File: src/rtl/seq_gen_prog.sv
// Programmable table-lookup sequence generator: index NOM walks a writable
// table between LO/HI bounds with wrap, saturate or ping-pong stepping.
module seq_gen_prog #(
    parameter int IDX_W = 4,
    parameter int DAT_W = 4,
    parameter int PER_W = 8
) (
    input  logic             CLK,
    input  logic             RST_N,
    input  logic             LOAD,
    input  logic [IDX_W-1:0] DAT_I,
    input  logic             STEP,
    input  logic             UP,
    input  logic             RUN,
    input  logic [PER_W-1:0] PERIOD,
    input  logic [1:0]       MODE,
    input  logic [IDX_W-1:0] LO,
    input  logic [IDX_W-1:0] HI,
    input  logic             TWE,
    input  logic [IDX_W-1:0] TADDR,
    input  logic [DAT_W-1:0] TDATA,
    output logic [IDX_W-1:0] NOM,
    output logic [DAT_W-1:0] SEQ,
    output logic             STB,
    output logic             BND
);

    localparam int DEPTH = 2 ** IDX_W;
    localparam logic [IDX_W-1:0] IDX_ONE = IDX_W'(1);
    localparam logic [PER_W-1:0] PER_ONE = PER_W'(1);

    typedef enum logic [1:0] {
        MODE_WRAP  = 2'b00,
        MODE_SAT   = 2'b01,
        MODE_PING  = 2'b10,
        MODE_WRAP2 = 2'b11
    } mode_e;

    mode_e            mode;
    logic [DAT_W-1:0] tbl [DEPTH];
    logic [PER_W-1:0] div;
    logic             dir;
    logic             tick;
    logic             adv;
    logic             d;
    logic [IDX_W-1:0] hi_eff;
    logic [IDX_W-1:0] nom_nxt;
    logic             dir_nxt;
    logic             stb_nxt;
    logic             bnd_nxt;
    logic [DAT_W-1:0] seq_nxt;

    assign mode   = mode_e'(MODE);
    assign tick   = RUN && !LOAD && (div == PERIOD);
    assign adv    = STEP | tick;
    // An inverted window collapses onto LO.
    assign hi_eff = (LO > HI) ? LO : HI;

    // NOTE: combinational blocks assign every output a default first so no
    // path through the case/if tree can infer a latch.
    always_comb begin
        nom_nxt = NOM;
        dir_nxt = dir;
        stb_nxt = 1'b0;
        bnd_nxt = 1'b0;
        d       = (mode == MODE_PING) ? dir : UP;
        if (LOAD) begin
            nom_nxt = DAT_I;
            dir_nxt = UP;
            stb_nxt = 1'b1;
        end else if (adv) begin
            stb_nxt = 1'b1;
            if (LO == hi_eff) begin
                nom_nxt = LO;
                bnd_nxt = 1'b1;
            end else begin
                case (mode)
                    MODE_SAT: begin
                        if (d && NOM >= hi_eff) begin
                            nom_nxt = hi_eff;
                            bnd_nxt = 1'b1;
                        end else if (!d && NOM <= LO) begin
                            nom_nxt = LO;
                            bnd_nxt = 1'b1;
                        end else begin
                            nom_nxt = d ? NOM + IDX_ONE : NOM - IDX_ONE;
                        end
                    end
                    MODE_PING: begin
                        // Reversal steps off the endpoint so it is not emitted twice.
                        if (d && NOM >= hi_eff) begin
                            nom_nxt = hi_eff - IDX_ONE;
                            dir_nxt = 1'b0;
                            bnd_nxt = 1'b1;
                        end else if (!d && NOM <= LO) begin
                            nom_nxt = LO + IDX_ONE;
                            dir_nxt = 1'b1;
                            bnd_nxt = 1'b1;
                        end else begin
                            nom_nxt = d ? NOM + IDX_ONE : NOM - IDX_ONE;
                        end
                    end
                    default: begin
                        if (d && NOM >= hi_eff) begin
                            nom_nxt = LO;
                            bnd_nxt = 1'b1;
                        end else if (!d && NOM <= LO) begin
                            nom_nxt = hi_eff;
                            bnd_nxt = 1'b1;
                        end else begin
                            nom_nxt = d ? NOM + IDX_ONE : NOM - IDX_ONE;
                        end
                    end
                endcase
            end
        end
        // Write-first bypass keeps SEQ coherent with the table on the same edge.
        seq_nxt = (TWE && TADDR == nom_nxt) ? TDATA : tbl[nom_nxt];
    end

    // NOTE: the table is reset on purpose -- it must come back as the identity
    // map, so it is a register array rather than an inferred RAM.
    always_ff @(posedge CLK or negedge RST_N) begin
        if (!RST_N) begin
            for (int i = 0; i < DEPTH; i++) begin
                tbl[i] <= DAT_W'(i);
            end
        end else if (TWE) begin
            tbl[TADDR] <= TDATA;
        end
    end

    // NOTE: all state uses non-blocking assignments so every register samples
    // the pre-edge values regardless of block ordering.
    always_ff @(posedge CLK or negedge RST_N) begin
        if (!RST_N) begin
            div <= '0;
            dir <= 1'b1;
            NOM <= '0;
            SEQ <= '0;
            STB <= 1'b0;
            BND <= 1'b0;
        end else begin
            if (!RUN || LOAD || tick) begin
                div <= '0;
            end else begin
                div <= div + PER_ONE;
            end
            dir <= dir_nxt;
            NOM <= nom_nxt;
            SEQ <= seq_nxt;
            STB <= stb_nxt;
            BND <= bnd_nxt;
        end
    end

endmodule

File: config.mk
export PLATFORM = sky130hd
export DESIGN_NAME = seq_gen_prog
export DESIGN_NICKNAME = d
export VERILOG_FILES = /design/src/rtl/seq_gen_prog.sv
export SDC_FILE = /design/constraint.sdc
export NUM_CORES = 1
export LEC_CHECK = 0
export CAP_MARGIN = 40
export CORE_UTILIZATION = 50
export DETAILED_ROUTE_END_ITERATION = 8
export PLACE_DENSITY_LB_ADDON = 0.12
export SLEW_MARGIN = 0
export SYNTH_ARGS = -nofsm -noshare
export SYNTH_HDL_FRONTEND = slang
export SYNTH_SLANG_ARGS = --single-unit
File: constraint.sdc
create_clock -name CLK -period 5.05 [get_ports CLK]
set_clock_uncertainty 0.05 [all_clocks]
set_input_delay 1.01 -clock CLK [delete_from_list [all_inputs] [get_ports CLK]]
set_output_delay 1.01 -clock CLK [all_outputs]
set_load 0.01 [all_outputs]
### After elaboration in Yosys (flattened, before gate mapping)

Index checks and enable logic that the tools add are counted.

| word-level totals | value |
|---|---|
| flip-flop bits (word level) | 83 |
| input bits | 37 |
| output and inout bits | 10 |
| word-level logic and storage cells | 91 |

| cells by class | value |
|---|---|
| add/subtract/negate cells | 5 |
| reduce and logical (&&, ||, !) cells | 15 |
| mux-type cells | 34 |
| equality and inequality tests | 6 |
| order comparisons | 6 |
| bitwise logic cells | 3 |

Operators by type and width:

| kind | count |
|---|---|
| $bwmux W64 | 1 |
| $mux W4 | 15 |
| $bmux W4 S4 | 1 |
| $demux W4 S4 | 1 |
| $mux W1 | 14 |
| $ge A5 B5 Y1 const B | 2 |
| $not A4 Y5 | 2 |
| $add A4 B1 Y4 const B | 2 |
| $add A8 B1 Y8 const B | 1 |
| $eq A4 B4 Y1 | 2 |
| $eq A8 B8 Y1 | 1 |
| $mux W8 | 1 |
| $pmux W4 S2 | 1 |
| $sub A4 B1 Y4 const B | 2 |
| $logic_and A1 B1 Y1 | 6 |
| $lt A5 B1 Y1 const B | 1 |
| $ge A4 B4 Y1 | 1 |
| $gt A4 B4 Y1 | 1 |
| $le A4 B4 Y1 | 1 |
| $reduce_and A4 Y1 | 1 |
| $reduce_bool A2 Y1 | 2 |
| $logic_not A1 Y1 | 3 |
| $reduce_bool A3 Y1 | 1 |
| $eq A2 B1 Y1 const B | 1 |
| other kinds (4) | 5 |

### Longest topological paths before layout

Gate-level depths: netlist (run 1).

| logic depth | value |
|---|---|
| depth after elaboration | 15 |
| depth in mapped cells | 22 |
| depth with buffers taken out | 20 |

### Worst setup path after synthesis (run 1)

OpenSTA, ideal clock, no wires.

| path | value |
|---|---|
| path kind | input-to-reg |
| start | input port HI[1] |
| end | register SEQ[0] |
| buffers on the path | 0 |
| cell stages on the path | 20 |
| data arrival time | 5143 ps |
| setup slack | -247 ps |
| library setup time | 104 ps |
| data required time | 4896 ps |
| path through | inv_1 -> ha_1 -> nor2b_4 -> o211ai_2 -> a21oi_1 -> mux2i_1 -> inv_2 -> ha_1 -> nand2b_1 -> nand2_1 -> o2111a_1 -> or3_1 -> maj3_2 -> o21ai_2 -> mux2_2 -> o221ai_2 -> xnor2_1 -> nand4_4 -> nor2b_4 -> a221oi_1 |

| on the way | value |
|---|---|
| longest elaborated chain between the ends | 14 |
| elaborated cells on any way between the ends | 21 |
| classes of those cells | add/sub: 1; order compare: 2; eq/ne: 2; mux: 13; bitwise: 1; reduce/logical: 2 |

Ends and longest elaborated chain:

| what | RTL line | source |
|---|---|---|
| from (decl) | 18 | `input logic [IDX_W-1:0] HI,` |
| $gt A4 B4 Y1 | 57 | `assign hi_eff = (LO > HI) ? LO : HI;` |
| $mux W4 (*) | 57 |  |
| $ge A4 B4 Y1 | 79, 91, 104 |  |
| $logic_and A1 B1 Y1 | 79, 91, 104 |  |
| $mux W4, on equally long branches | 104, 79, 91 |  |
| $pmux W4 S2 | 77 | `case (mode)` |
| $mux W4 (*) | 73 | `if (LO == hi_eff) begin` |
| $mux W4 (*) | 71 | `end else if (adv) begin` |
| $mux W4 (*) | 67 | `if (LOAD) begin` |
| via nom_nxt[1] | 47 | `logic [IDX_W-1:0] nom_nxt;` |
| $not A4 Y5 (implied by the code) | 118 | `seq_nxt = (TWE && TADDR == nom_nxt) ? TDATA : tbl[nom_nxt];` |
| $bmux W4 S4 | 118 |  |
| $mux W4 (implied by the code) (2 in a row) | 118 |  |
| $mux W4 (*) | 118 |  |
| via seq_nxt[0] | 51 | `logic [DAT_W-1:0] seq_nxt;` |
| to (signal assigned) | 151 | `SEQ <= seq_nxt;` |
| to (decl) | 23 | `output logic [DAT_W-1:0] SEQ,` |

The timed path passes the listed nets; every way through them passes the cells marked *. The select of a mux whose other input is x is not followed.
A chain may end at the register's enable or synchronous reset.

### Final worst setup path (run 1)

| path | value |
|---|---|
| start | input port HI[3] |
| end | register SEQ[0] |

| on the way | value |
|---|---|
| longest elaborated chain between the ends | 14 |
| elaborated cells on any way between the ends | 21 |
| classes of those cells | add/sub: 1; order compare: 2; eq/ne: 2; mux: 13; bitwise: 1; reduce/logical: 2 |

Ends and longest elaborated chain:

| what | RTL line |
|---|---|
| $gt A4 B4 Y1 | 57 |
| $mux W4 (*) | 57 |
| $ge A4 B4 Y1 | 79, 91, 104 |
| $logic_and A1 B1 Y1 | 79, 91, 104 |
| $mux W4, on equally long branches | 104, 79, 91 |
| $pmux W4 S2 | 77 |
| $mux W4 (*) | 73 |
| $mux W4 (*) | 71 |
| $mux W4 (*) | 67 |
| $not A4 Y5 (implied by the code) | 118 |
| $bmux W4 S4 | 118 |
| $mux W4 (implied by the code) (2 in a row) | 118 |
| $mux W4 (*) | 118 |
| via seq_nxt[0] | 51 |

Marked as above.

==> results of run 1 <==
final timing paths:
path | slack, ns | to | cells after the start
setup / recovery | 0.11 | SEQ[0]$_DFF_PN0_ | 23
hold reg to reg | 0.46 | tbl[12]$_DFFE_PN0P_ | 1
max in group asynchronous | 3.75 | tbl[15]$_DFFE_PN1P_ | 2
setup reg to reg | 1.26 | SEQ[0]$_DFF_PN0_ | 17
hold / removal | 0.46 | tbl[12]$_DFFE_PN0P_ | 1
min in group asynchronous | 0.54 | tbl[55]$_DFFE_PN0P_ | 1
metal layers:
layer / GRT usage / routed length, um
met1: 0.321 / 5750
met2: 0.435 / 6480
met3: 0.0407 / 590
met4: 0.134 / 562
met5: 0 / 0
layout by cell type (no fill, tap or decap), drive strengths merged, types with 8 or more instances in the layout:
master and n:
a21oi 16, buf 51, clkbuf 13, clkdlybuf4s50 37, dfrtp 50, dfstp 33, ha 16, inv 23
mux2 75, mux2i 36, nand2 27, nand3 13, nor2 36, o21ai 15, o22ai 11, xnor2 17
xor2 8
worst reg2reg max path, delay by kind of cell, from the launching register on:
family,cells,cell delay [ns]
buffers and inverters,4,0.57
multiplexers,1,0.22
adder cells (fa/ha/maj),2,0.60
AND/OR/NAND/NOR,2,0.21
AO/OA/AOI/OAI,8,1.52
flip-flops,1,0.52
registers in the layout, indices dropped and copies added, names as in the netlist:
name	cells
div	8
BND	1
dir	1
STB	1
tbl	64
NOM	4
SEQ	4
metrics by stage:
stage	hold WS [ns]	TNS [ns]	power, mW	cell area [um2]	std cells
5_1_grt	0.476	-0.216	2.41	6690	706
4_1_cts	0.461	0	2.27	6570	703
6_report	0.461	0	2.29	6690	706
3_5_place_dp	0.442	-2.25	1.70	6180	680
3_3_place_gp	0.439	-1.87	1.68	6150	679
2_1_floorplan	0.423	0	1.43	5300	476
cells by family (layout without fill, tap and decap cells):
logic type / after synthesis / count (layout) / synth area share
AO/OA/AOI/OAI: 89 / 89 / 0.130
XOR/XNOR: 25 / 25 / 0.0449
flip-flops: 83 / 83 / 0.406
AND/OR/NAND/NOR: 112 / 112 / 0.110
adder cells (fa/ha/maj): 19 / 19 / 0.0465
multiplexers: 111 / 111 / 0.231
buffers and inverters: 37 / 134 / 0.0317
what timing repair did:
action                     CTS  global route
gates cloned                 1             1
gates resized for setup     25            27
hold buffers                 0             0
pin swaps                   15            11
hold endpoints to repair     0             0
buffers inserted             6             3
setup endpoints to repair    4             4
power breakdown:
group | total [mW] | internal, mW | switching [mW]
clock | 0.511 | 0.262 | 0.249
combinational | 0.845 | 0.452 | 0.393
sequential | 0.937 | 0.847 | 0.0894
total | 2.29 | 1.56 | 0.732
Yosys cell counts, types with 2 or more instances:
cell / instances / area share
a211oi_1: 2 / 0.0029
a21o_1: 5 / 0.0072
a21oi_1: 13 / 0.012
a21oi_4: 2 / 0.0062
a221o_1: 5 / 0.0096
a221oi_1: 5 / 0.0084
a31oi_1: 4 / 0.0048
and2_1: 2 / 0.0024
and3_1: 2 / 0.0024
buf_6: 2 / 0.0043
clkbuf_1: 13 / 0.0094
dfrtp_1: 50 / 0.24
dfstp_2: 33 / 0.17
ha_1: 16 / 0.038
inv_1: 19 / 0.014
inv_2: 2 / 0.0014
maj3_2: 2 / 0.0043
mux2_1: 2 / 0.0043
mux2_2: 73 / 0.16
mux2i_1: 36 / 0.069
nand2_1: 27 / 0.019
nand2b_1: 7 / 0.0084
nand3_1: 13 / 0.012
nand4_1: 5 / 0.0060
nor2_1: 36 / 0.026
nor2b_4: 2 / 0.0053
nor3_1: 3 / 0.0029
o211ai_1: 3 / 0.0043
o21ai_0: 12 / 0.012
o21ai_1: 2 / 0.0019
o22ai_1: 11 / 0.013
o31a_1: 2 / 0.0034
o31ai_1: 3 / 0.0043
o41ai_1: 2 / 0.0034
or3_1: 3 / 0.0036
or4_1: 2 / 0.0029
xnor2_1: 17 / 0.029
xor2_1: 6 / 0.010
xor2_2: 2 / 0.0062
final cells by class:
type | instances | share of cell area
Clock buffer | 10 | 0.0222
Clock inverter | 6 | 0.0103
Sequential cell | 83 | 0.316
Tap cell | 133 | 0.0249
Multi-Input combinational cell | 356 | 0.474
Inverter | 21 | 0.0118
Timing Repair Buffer | 97 | 0.140
==> run summary, run 1 <==
grt ovf: 0
Clock transition at path regs: 0.08 ns
worst skew pair latency: 0.37 ns
CP startpoint kind: primary input
Max Freq: 202 MHz
Routed Antenna Nets: 0
worst hold start: tbl[12]$_DFFE_PN0P_
Synth Register Bits: 83
Cell Pwr Density: 343 nW/um2
Final min period: 4.94 ns
Critical Path Max Stage Delay: 0.35 ns
first-pass GRT wire length: 22000 um
Crit Path Class: in -> reg
Post-synth ARST share: 1.00
Tightest Pin Transition: 0.896 ns
# setup viols final: 0
Worst Hold Class: reg -> reg
footprint of the multi-input gates: 3170 um2
pre-CTS WS: -0.584 ns
initial antenna violation count: 0
syn nets: 530
Hold Fails Final Rpt: 0
CP required: 5.27 ns
Sinks on Clock Net: 83
syn avg cell area: 11.0 um2
Ys Warns: 0
fin crit share: 0.979
CP cell instances: dlygate4sd2_1 > inv_2 > ha_4 > and4_4 > a21oi_4 > mux2i_2 > inv_2 > ha_4 > nand2b_4 > a221o_1 > a21oi_2 > nor3_2 > maj3_2 > a21oi_4 > buf_6 > a211o_1 > a21oi_4 > buf_12 > buf_8 > mux2_2 > o22ai_1 > a221o_1 > a221oi_2
cts bufs inserted: 9
reg-to-reg startpoint: NOM[0]$_DFF_PN0_
Detail Placement HPWL: 9870 um
number of enable flip-flop cells after synthesis: 0
Max Root-Sink Buffers: 2
GRT Util Overall: 0.259
layout cells sized above 1: 0.403
Leakage: 2.89 nW
H-tree depth: 3
Worst EP arrival: 5.16 ns
Nets: 622
max_slew headroom: 0.397
crit path buf inv count: 6
Syn Inst Count: 476
area of the die: 10800 um2
Final WS setup: 0.106 ns
DR vias: 4151
initial core utilization: 0.524
gpl congestion: 0.922
Worst VDD drop: 0.000285 V
Slew Limit Fails: 0
synthesis-to-finish area growth: 28.3%
RSZ-0062 raised after global routing: yes
CTS tree: built
status: finished, final reports clean
CP Max Fanout: 7
Layout Utilization: 0.672
top_reg_cell synth: dfrtp_1
site row count: 36
DRC violations left: 0
Post-Route WL: 13400 um
cell family with most CP delay: compound AO/OA/AOI/OAI gates
Wirelength per Cell: 19.0 um
DRT iter0 DRCs: 163
port buffer count: 46
Syn Std Cell Area: 5220 um2
Sequential Area: 2120 um2
core area: 9950 um2
I/O pin count: 47
sequential element share of the synthesized area: 0.406
chip width: 104 um
Setup crit end kind: register
Crit-path slowest cell: maj3_2
CP most frequent cell: a21oi_4
number of global-route vias before repair: 4325
Worst Setup SP: HI[3]
Max-cap violations: 0
fill cell count: 766
via-per-instance ratio: 5.88
die height: 104 um
DR pass1 iterations: 4
count of cell types in the netlist: 69
largest net degree at the start of global routing: 51
Antenna diodes: 0
clk root buf: clkbuf_8
No activity file was read; power rests on OpenSTA's default activity.
==> run 2, diff against run 1 <==
CAP_MARGIN = 20   (was 40)
==> run 2 against run 1 <==
Against the previous run: sequential share of layout area down 0.065 points; routed wire length up 3.2%; clock power down 10%; sequential power about the same; count of clock-buffer cells in the layout up 3; register-to-register slack worse by 0.03 ns; non-clock buffer count up 3; setup slack worse by 0.027 ns; hold slack better by 0.0013 ns; critical path depth down 1; sequential cell count unchanged; utilization up 0.14 points.
==> run summary, run 2 (synthesis results as in run 1) <==
status: finished, final reports clean
R2R cell count: 17
Hold Fails Final Rpt: 0
pre-CTS WS: -0.597 ns
CP required: 5.27 ns
Tightest Pin Transition: 0.899 ns
Final WS setup: 0.0786 ns
reg-to-reg startpoint: NOM[0]$_DFF_PN0_
layout cells sized above 1: 0.410
Post-Route WL: 13800 um
CP Max Fanout: 4
most common cell after layout, fill and taps aside: mux2_2
die height: 104 um
Sinks on Clock Net: 83
Leakage: 2.88 nW
worst hold start: tbl[47]$_DFFE_PN0P_
CP startpoint kind: primary input
Final min period: 4.97 ns
grt ovf: 0
max_slew headroom: 0.395
Routed Antenna Nets: 0
core area: 9950 um2
footprint of the multi-input gates: 3190 um2
DRT iter0 DRCs: 184
synthesis-to-finish area growth: 28.6%
number of global-route vias before repair: 4259
GRT Util Overall: 0.260
worst flop-to-flop path endpoint: SEQ[1]$_DFF_PN0_
clk root buf: clkbuf_8
Worst Hold Class: reg -> reg
design area: 6710 um2
Layout Utilization: 0.674
Nets: 625
Max-cap violations: 0
Cell Pwr Density: 337 nW/um2
chip width: 104 um
worst skew pair latency: 0.36 ns
Final TNS setup: 0 ns
CP cell instances: dlygate4sd2_1 > ha_4 > o211ai_2 > a21oi_4 > mux2i_2 > inv_2 > ha_4 > nand2b_4 > a221o_1 > a21oi_2 > nor3_2 > maj3_2 > a21oi_4 > buf_6 > a211o_1 > a21oi_4 > buf_12 > buf_6 > mux2_2 > o22ai_2 > a221o_1 > a221oi_2
initial core utilization: 0.524
Top reg by flops: tbl
Antenna diodes: 0
# setup viols final: 0
Detail Placement HPWL: 9780 um
first-pass GRT wire length: 22000 um
Hold Crit Depth: 1
DR pass1 iterations: 4
R2R Setup Slk: 1.23 ns
Setup crit end kind: register
area of the die: 10800 um2
Placed Instance Area: 6150 um2
Crit-path slowest cell: maj3_2
gpl congestion: 0.922
Worst EP arrival: 5.19 ns
CTS tree: built
Critical Path Max Stage Delay: 0.35 ns
DRC violations left: 0
Slew Limit Fails: 0
most frequent cells in the layout: 71 x mux2_2, 50 x dfrtp_1, 43 x buf_4
crit path buf inv count: 5
max FFs per register: 64
Hold Crit Endpoint: tbl[47]$_DFFE_PN0P_
CP most frequent cell: a21oi_4
site row count: 36
via-per-instance ratio: 5.88
fill cell count: 775
Largest regs: tbl: 64 flops, div: 8 flops
DR vias: 4169
Max Root-Sink Buffers: 2
cell family with most CP delay: compound AO/OA/AOI/OAI gates
Wirelength per Cell: 19.5 um
Crit Path Class: in -> reg
largest net degree at the start of global routing: 84
fin crit share: 0.984
H-tree depth: 3
Max Freq: 201 MHz
cts bufs inserted: 9
initial antenna violation count: 0
port buffer count: 46
Sequential Area: 2120 um2
Worst VDD drop: 0.000248 V
I/O pin count: 47
Clock transition at path regs: 0.08 ns
-- run 2: repair_timing --
item,in CTS,in global routing
buffers inserted,7,4
hold buffers,0,0
pin swaps,19,13
endpoints found under the hold margin,0,0
endpoints found under the setup margin,4,4
resized for setup,36,23
gates cloned,1,1
-- run 2: power breakdown --
part	internal, mW	total, mW	switching, mW
combinational	0.460	0.864	0.404
clock	0.219	0.459	0.240
sequential	0.847	0.938	0.0907
total	1.53	2.26	0.734
-- run 2: per-stage QoR --
step	hold slack [ns]	total power, mW	cells
finish	0.462	2.26	709
detailed placement	0.442	1.70	679
floorplan	0.423	1.43	476
global route	0.476	2.38	709
CTS	0.460	2.21	703
global placement	0.439	1.68	679
-- run 2: worst register-to-register path, delay by kind of cell, from the launching register on --
| kind | cells | cell delay [ns] |
|---|---|---|
| AOI/OAI and AO/OA | 8 | 1.57 |
| DFF | 1 | 0.53 |
| and+or+nand+nor | 2 | 0.22 |
| buffers and inverters | 4 | 0.55 |
| adders and majority gates | 2 | 0.60 |
| muxes | 1 | 0.23 |
-- run 2: worst max-delay path by stage --
stage | depth (start not counted) | slack [ns] | endpoint | from
floorplan | 19 | 0.03 | SEQ[0]$_DFF_PN0_ | HI[2]
CTS | 21 | 0.04 | SEQ[1]$_DFF_PN0_ | LO[1]
finish | 22 | 0.08 | SEQ[1]$_DFF_PN0_ | LO[2]
detailed placement | 22 | -0.60 | SEQ[1]$_DFF_PN0_ | HI[1]
global route | 21 | -0.07 | SEQ[0]$_DFF_PN0_ | LO[2]
global placement | 19 | -0.48 | SEQ[2]$_DFF_PN0_ | HI[2]
-- run 2: per-layer routing --
metal	GRT usage	vias up	routed length (um)
met5	0	-	0
met4	0.132	0	327
met3	0.0476	26	722
met2	0.434	130	6920
met1	0.323	2075	5840
li1	-	1938	-
-- run 2: area by class of cell --
| cell class | count | share of cell area |
|---|---|---|
| multi-input combinational | 356 | 0.475 |
| sequential | 83 | 0.316 |
| timing repair buffer | 100 | 0.144 |
| clock buffer | 13 | 0.0252 |
| tap | 133 | 0.0248 |
| inverter | 21 | 0.0121 |
| clock inverter | 3 | 0.00317 |
==> run 3, diff against run 2 <==
ABC_AREA = 0   (was default)
==> results of run 3 <==
The final DEF is identical to that of run 2; final timing and power are the same.
